===== src/rtl/frame_mem_arbiter.sv =====
// frame_mem_arbiter: shares the single-port frame memory between the capture
// writer and the display reader. Arbitration is round-robin with bounded bursts.
// It also runs a full-frame clear sequence on command.
module frame_mem_arbiter #(
    parameter int          FRAME_SIZE = 307200,
    parameter int          MAX_BURST  = 16,
    parameter logic [7:0]  CLEAR_VAL  = 8'h00
) (
    input  logic        clk,
    input  logic        reset,
    input  logic        clear_start,
    output logic        clear_busy,
    input  logic        wr_req,
    input  logic [18:0] wr_addr,
    input  logic [7:0]  wr_data,
    output logic        wr_ack,
    input  logic        rd_req,
    input  logic [18:0] rd_addr,
    output logic        rd_ack,
    output logic [7:0]  rd_data,
    output logic        rd_valid,
    output logic [18:0] mem_addr,
    output logic [7:0]  mem_data_in,
    output logic        mem_we,
    input  logic [7:0]  mem_data_out
);

    localparam int          BW          = $clog2(MAX_BURST + 1);
    localparam logic [18:0] FRAME_LIMIT = 19'(FRAME_SIZE);
    localparam logic [18:0] LAST_ADDR   = 19'(FRAME_SIZE - 1);
    localparam logic [BW-1:0] BURST_MAX = BW'(MAX_BURST);

    typedef enum logic {IDLE, CLEAR} state_t;
    typedef enum logic {OWN_WR, OWN_RD} owner_t;

    state_t        state, state_next;
    owner_t        owner;
    logic [BW-1:0] burst_cnt;
    logic [18:0]   clr_addr;
    logic [18:0]   last_addr;
    logic          rd_pend;
    logic          rd_oor;
    logic          grant_wr, grant_rd;

    // Next-state and per-cycle grant decision; the owner keeps the port until its burst is spent
    always_comb begin
        grant_wr   = 1'b0;
        grant_rd   = 1'b0;
        state_next = state;
        if (!reset) begin
            case (state)
                IDLE: begin
                    if (wr_req && rd_req) begin
                        if (owner == OWN_WR) begin
                            if (burst_cnt == BURST_MAX) grant_rd = 1'b1;
                            else                        grant_wr = 1'b1;
                        end else begin
                            if (burst_cnt == BURST_MAX) grant_wr = 1'b1;
                            else                        grant_rd = 1'b1;
                        end
                    end else begin
                        grant_wr = wr_req;
                        grant_rd = rd_req;
                    end
                    if (clear_start) state_next = CLEAR;
                end
                CLEAR: begin
                    if (clr_addr == LAST_ADDR) state_next = IDLE;
                end
                default: state_next = IDLE;
            endcase
        end
    end

    // Memory port mux: granted source, else the clear writer, else hold the last address
    always_comb begin
        mem_addr    = last_addr;
        mem_data_in = 8'h00;
        mem_we      = 1'b0;
        if (grant_wr) begin
            mem_addr    = wr_addr;
            mem_data_in = wr_data;
            mem_we      = (wr_addr < FRAME_LIMIT);
        end else if (grant_rd) begin
            mem_addr = rd_addr;
        end else if (state == CLEAR && !reset) begin
            mem_addr    = clr_addr;
            mem_data_in = CLEAR_VAL;
            mem_we      = 1'b1;
        end
    end

    assign wr_ack   = grant_wr;
    assign rd_ack   = grant_rd;
    assign rd_valid = rd_pend & ~reset;
    assign rd_data  = (rd_valid && !rd_oor) ? mem_data_out : 8'h00;

    // FSM state register, clear address walk and the registered busy flag
    always_ff @(posedge clk) begin
        if (reset) begin
            state      <= IDLE;
            clr_addr   <= '0;
            clear_busy <= 1'b0;
        end else begin
            state      <= state_next;
            clear_busy <= (state_next == CLEAR);
            if (state == CLEAR) begin
                clr_addr <= (clr_addr == LAST_ADDR) ? '0 : clr_addr + 19'd1;
            end
        end
    end

    // Burst bookkeeping: a new owner starts at one, the same owner counts up to saturation
    always_ff @(posedge clk) begin
        if (reset) begin
            owner     <= OWN_RD;
            burst_cnt <= '0;
        end else if (grant_wr || grant_rd) begin
            if ((grant_wr && owner == OWN_WR) || (grant_rd && owner == OWN_RD)) begin
                if (burst_cnt != BURST_MAX) burst_cnt <= burst_cnt + 1'b1;
            end else begin
                owner     <= grant_wr ? OWN_WR : OWN_RD;
                burst_cnt <= BW'(1);
            end
        end
    end

    // Read return tracking and the held address for idle cycles
    always_ff @(posedge clk) begin
        if (reset) begin
            rd_pend   <= 1'b0;
            rd_oor    <= 1'b0;
            last_addr <= '0;
        end else begin
            rd_pend   <= grant_rd;
            rd_oor    <= (rd_addr >= FRAME_LIMIT);
            last_addr <= mem_addr;
        end
    end

endmodule

===== config.mk =====
export PLATFORM = sky130hd
export DESIGN_NAME = frame_mem_arbiter
export DESIGN_NICKNAME = d
export VERILOG_FILES = /design/src/rtl/frame_mem_arbiter.sv
export SDC_FILE = /design/constraint.sdc
export NUM_CORES = 1
export LEC_CHECK = 0
export CAP_MARGIN = 20
export CORE_MARGIN = 8
export CORE_UTILIZATION = 30
export DETAILED_ROUTE_END_ITERATION = 10
export HOLD_SLACK_MARGIN = 0.06
export MAX_ROUTING_LAYER = met4
export PLACE_DENSITY = 0.56
export SETUP_SLACK_MARGIN = 0.15
export SYNTH_ARGS = -nofsm -noshare
export SYNTH_HDL_FRONTEND = slang
export SYNTH_SLANG_ARGS = --single-unit

===== constraint.sdc =====
create_clock -name clk -period 2.8 [get_ports clk]
set_input_delay 0.7 -clock clk [delete_from_list [all_inputs] [get_ports clk]]
set_output_delay 0.7 -clock clk [all_outputs]
set_load 0.05 [all_outputs]

==> key figures <==
Status
  • Outcome: finished with violations
  • Failing checks: setup timing

Yosys
  • Synth async-reset ratio: 0%
  • Synth Flop Type: dfxtp_1
  • Synthesized flop and latch total: 47
  • Sequential element share of the synthesized area: 32.3%
  • Syn_area_per_cell: just over 8 um2
  • Ys Warns: 0
  • Synthesized cell area: 2910 um2
  • Gate Count Post-Synth: 356
  • Synth Net Count: about 420
  • Synth cell types: 46
  • Post-synth EDFFs: 0

Routing
  • Pre-Repair DR Iteration Count: 4
  • DR iter-0 viols: ~150
  • Per-cell routed wire length: 16.5 um
  • DRC viols: 0
  • Vias: 3135
  • Via density: 5.13
  • Antenna viol nets, final: 0
  • Post-Route WL: roughly 10000 um

Setup path
  • R2R depth: 10
  • Reg2Reg Setup Slack: between 0.7 and 0.8 ns
  • Critical path fanouts, max: 31
  • Crit-path slowest cell: or3_1
  • CP Capture Type: primary output
  • RR Startpoint: burst_cnt[0]
  • CP max stage delay: approximately 0.36 ns
  • CP startpoint kind: register
  • Crit path required time: ~2.1 ns
  • Setup CP Type: register to primary output
  • Crit-path cells: inv_2 -> ha_4 -> and4bb_4 -> mux2i_4 -> buf_12 -> or3_1 -> a31o_2 -> buf_6
  • Arrival time at the worst endpoint: roughly 2.2 ns
  • Crit Reg-Reg Endpoint: last_addr[11]

STA
  • Worst Skew: 0.0106 ns
  • Fin crit period: approximately 2.9 ns
  • TNS Setup: -2.73 ns
  • RSZ-0062 raised after global routing: yes
  • Worst slew pin tran: between 0.4 and 0.5 ns
  • Final Cycle Share: 105%
  • Peak Freq: roughly 340 MHz
  • Hold Vio Cnt, Final: 0
  • Max Slew Vio Count: 0
  • Slew HR: roughly two thirds
  • Setup ws final: -0.127 ns
  • Final setup vio count: 29

Min path
  • Min-Delay Endpoint: burst_cnt[4]
  • Worst Hold Class: register to register
  • Hold Crit Start: burst_cnt[4]
  • WHS Path Cells: 1

Power
  • Post-layout power: approximately 1800 uW
  • Worst vdd ir: around 0.00017 V
  • Power Dens Cells: 384 nW/um2
  • Leakage Power: ~0.0019 uW

CTS
  • CTS tree: built
  • Max clock buf depth: 2
  • H-tree depth: 2
  • Worst-skew pair later-pin latency: 0.31 ns
  • Reg clk slew, reported paths: 0.08 ns
  • Clock Sinks: 47
  • Root buffer cell: clkbuf_8
  • CTS Buf Count: 5

Global route
  • Vias in the first global route: ~3.2k
  • Global-route wire length before repair: between 15000 and 20000 um
  • Largest net degree at the start of global routing: 38
  • Congestion Overflow GR: 0
  • Initial antenna violation count: 0
  • GRT Util Overall: 16.2%

Final layout
  • Layout cells sized above 1: 30.5%
  • Nets: between 500 and 600
  • Most frequent cells in the layout: clkdlybuf4s50_1 (56), dfxtp_1 (45), buf_4 (31)
  • Commonest non-fill, non-tap cell in the layout: clkdlybuf4s50_1
  • ANT cells: 0
  • Area Overhead vs Synth: 64.2%

Placement
  • DP Wirelength: between 7000 and 8000 um
  • Final GP Congestion: approximately 0.81
  • Number of port buffers: slightly below 100

Die
  • Die X: roughly 110 um
  • Core Region: around 9600 um2
  • Die H: approximately 110 um
  • Die area: 13100 um2
  • Initial Util: 30.3%
  • # IOs: 99
  • Num rows: 36

Run
  • MaxCap Viol Count: 0
## routing by layer
layer | vias to the layer above | wire length [um] | share of wire (%) | GRT usage (%)
li1 | 1537 | - | - | -
met1 | 1486 | 4790 | 47 | 20.1
met2 | 104 | 4550 | 45 | 25.1
met3 | 8 | 652 | 6.5 | 4.43
met4 | 0 | 98 | 0.97 | 4.44
met5 | - | 0 | 0 | -
## cells by family after synthesis
group           after synthesis  synth area share [%]
simple gates                168                  33.1
compound gates               77                  17.7
flops                        47                  32.3
buf+inv                      32                  5.07
mux                          21                  8.08
xor+xnor                      8                  2.41
fa+ha+maj                     3                  1.29
## stage by stage
stage | instances | util (%) | setup slack (ns) | cell area [um2] | hold WS [ns]
finish | 611 | 49.8 | -0.127 | 4780 | 0.498
global route | 611 | 49.8 | -0.199 | 4780 | 0.523
CTS | 609 | 49.2 | -0.165 | 4720 | 0.496
detailed placement | 592 | 45.9 | -0.312 | 4410 | 0.480
global placement | 592 | 45.9 | -0.289 | 4410 | 0.462
floorplan | 356 | - | 0.00698 | 2950 | 0.442
## worst max-delay path, delay by kind of cell, from the launching register on
| family | cells | cell delay, ns |
|---|---|---|
| flops | 1 | 0.34 |
| mux | 1 | 0.21 |
| compound gates | 1 | 0.27 |
| fa+ha+maj | 1 | 0.15 |
| simple gates | 2 | 0.58 |
| buf+inv | 3 | 0.36 |
## where the power goes
group | leakage [uW] | total (uW) | internal (uW) | switching (uW)
combinational | 0.00145 | 678 | 321 | 357
sequential | 0.000384 | 712 | 697 | 14.5
clock | 0.0000477 | 444 | 199 | 244
total | 0.00188 | 1830 | 1220 | 616
## cell type report
class                           count  area [um2]
Inverter                            6        27.5
Sequential cell                    47         943
Fill cell                         929        4810
Timing Repair Buffer              137        1560
Tap cell                          133         166
Clock inverter                      1        8.76
Clock buffer                        6        82.6
Timing Repair inverter              1        6.26
Multi-Input combinational cell    280        1980
## cell usage after synthesis, types with 2 or more instances
library cell | number | area, um2
a21oi_1 | 14 | 70.1
a311oi_1 | 3 | 26.3
a31o_1 | 17 | 149
a31oi_1 | 5 | 31.3
a41oi_1 | 2 | 17.5
and2_1 | 35 | 219
and3_1 | 4 | 25.0
and4_1 | 3 | 26.3
buf_2 | 4 | 20.0
buf_6 | 3 | 33.8
clkbuf_1 | 18 | 67.6
dfxtp_1 | 47 | 941
ha_1 | 3 | 37.5
inv_1 | 5 | 18.8
mux2i_1 | 19 | 190
mux2i_4 | 2 | 45.0
nand2_1 | 22 | 82.6
nand2b_1 | 4 | 25.0
nand3_1 | 18 | 90.1
nand4_1 | 4 | 25.0
nand4b_1 | 2 | 17.5
nor2_1 | 19 | 71.3
nor2b_1 | 5 | 31.3
nor3_1 | 3 | 15.0
nor3b_1 | 18 | 135
nor4_1 | 2 | 12.5
o21ai_0 | 24 | 120
o22ai_1 | 2 | 12.5
or2_2 | 2 | 12.5
or3_1 | 25 | 156
xnor2_1 | 4 | 35.0
xor2_1 | 4 | 35.0
## flip-flops by register name, summed over array words and instances, names as in the netlist
register,cells
burst_cnt,5
rd_oor,1
state,1
owner,1
last_addr,19
clr_addr,19
rd_pend,1
## timing repair
action,4_1_cts,5_1_grt
pin swaps,11,2
cloned,4,0
hold buffers,0,0
endpoints found under the setup margin,38,37
setup buffers,6,2
resized for setup,51,11
## worst max-delay path by stage
stage,startpoint,to,cells past startpoint
floorplan,reset,rd_data[0],4
global route,burst_cnt[0],mem_addr[11],9
global placement,wr_req,mem_addr[6],7
CTS,burst_cnt[0],mem_addr[11],9
finish,burst_cnt[0],mem_addr[6],8
detailed placement,wr_req,mem_addr[6],7
(Power assumes the default switching activity.)
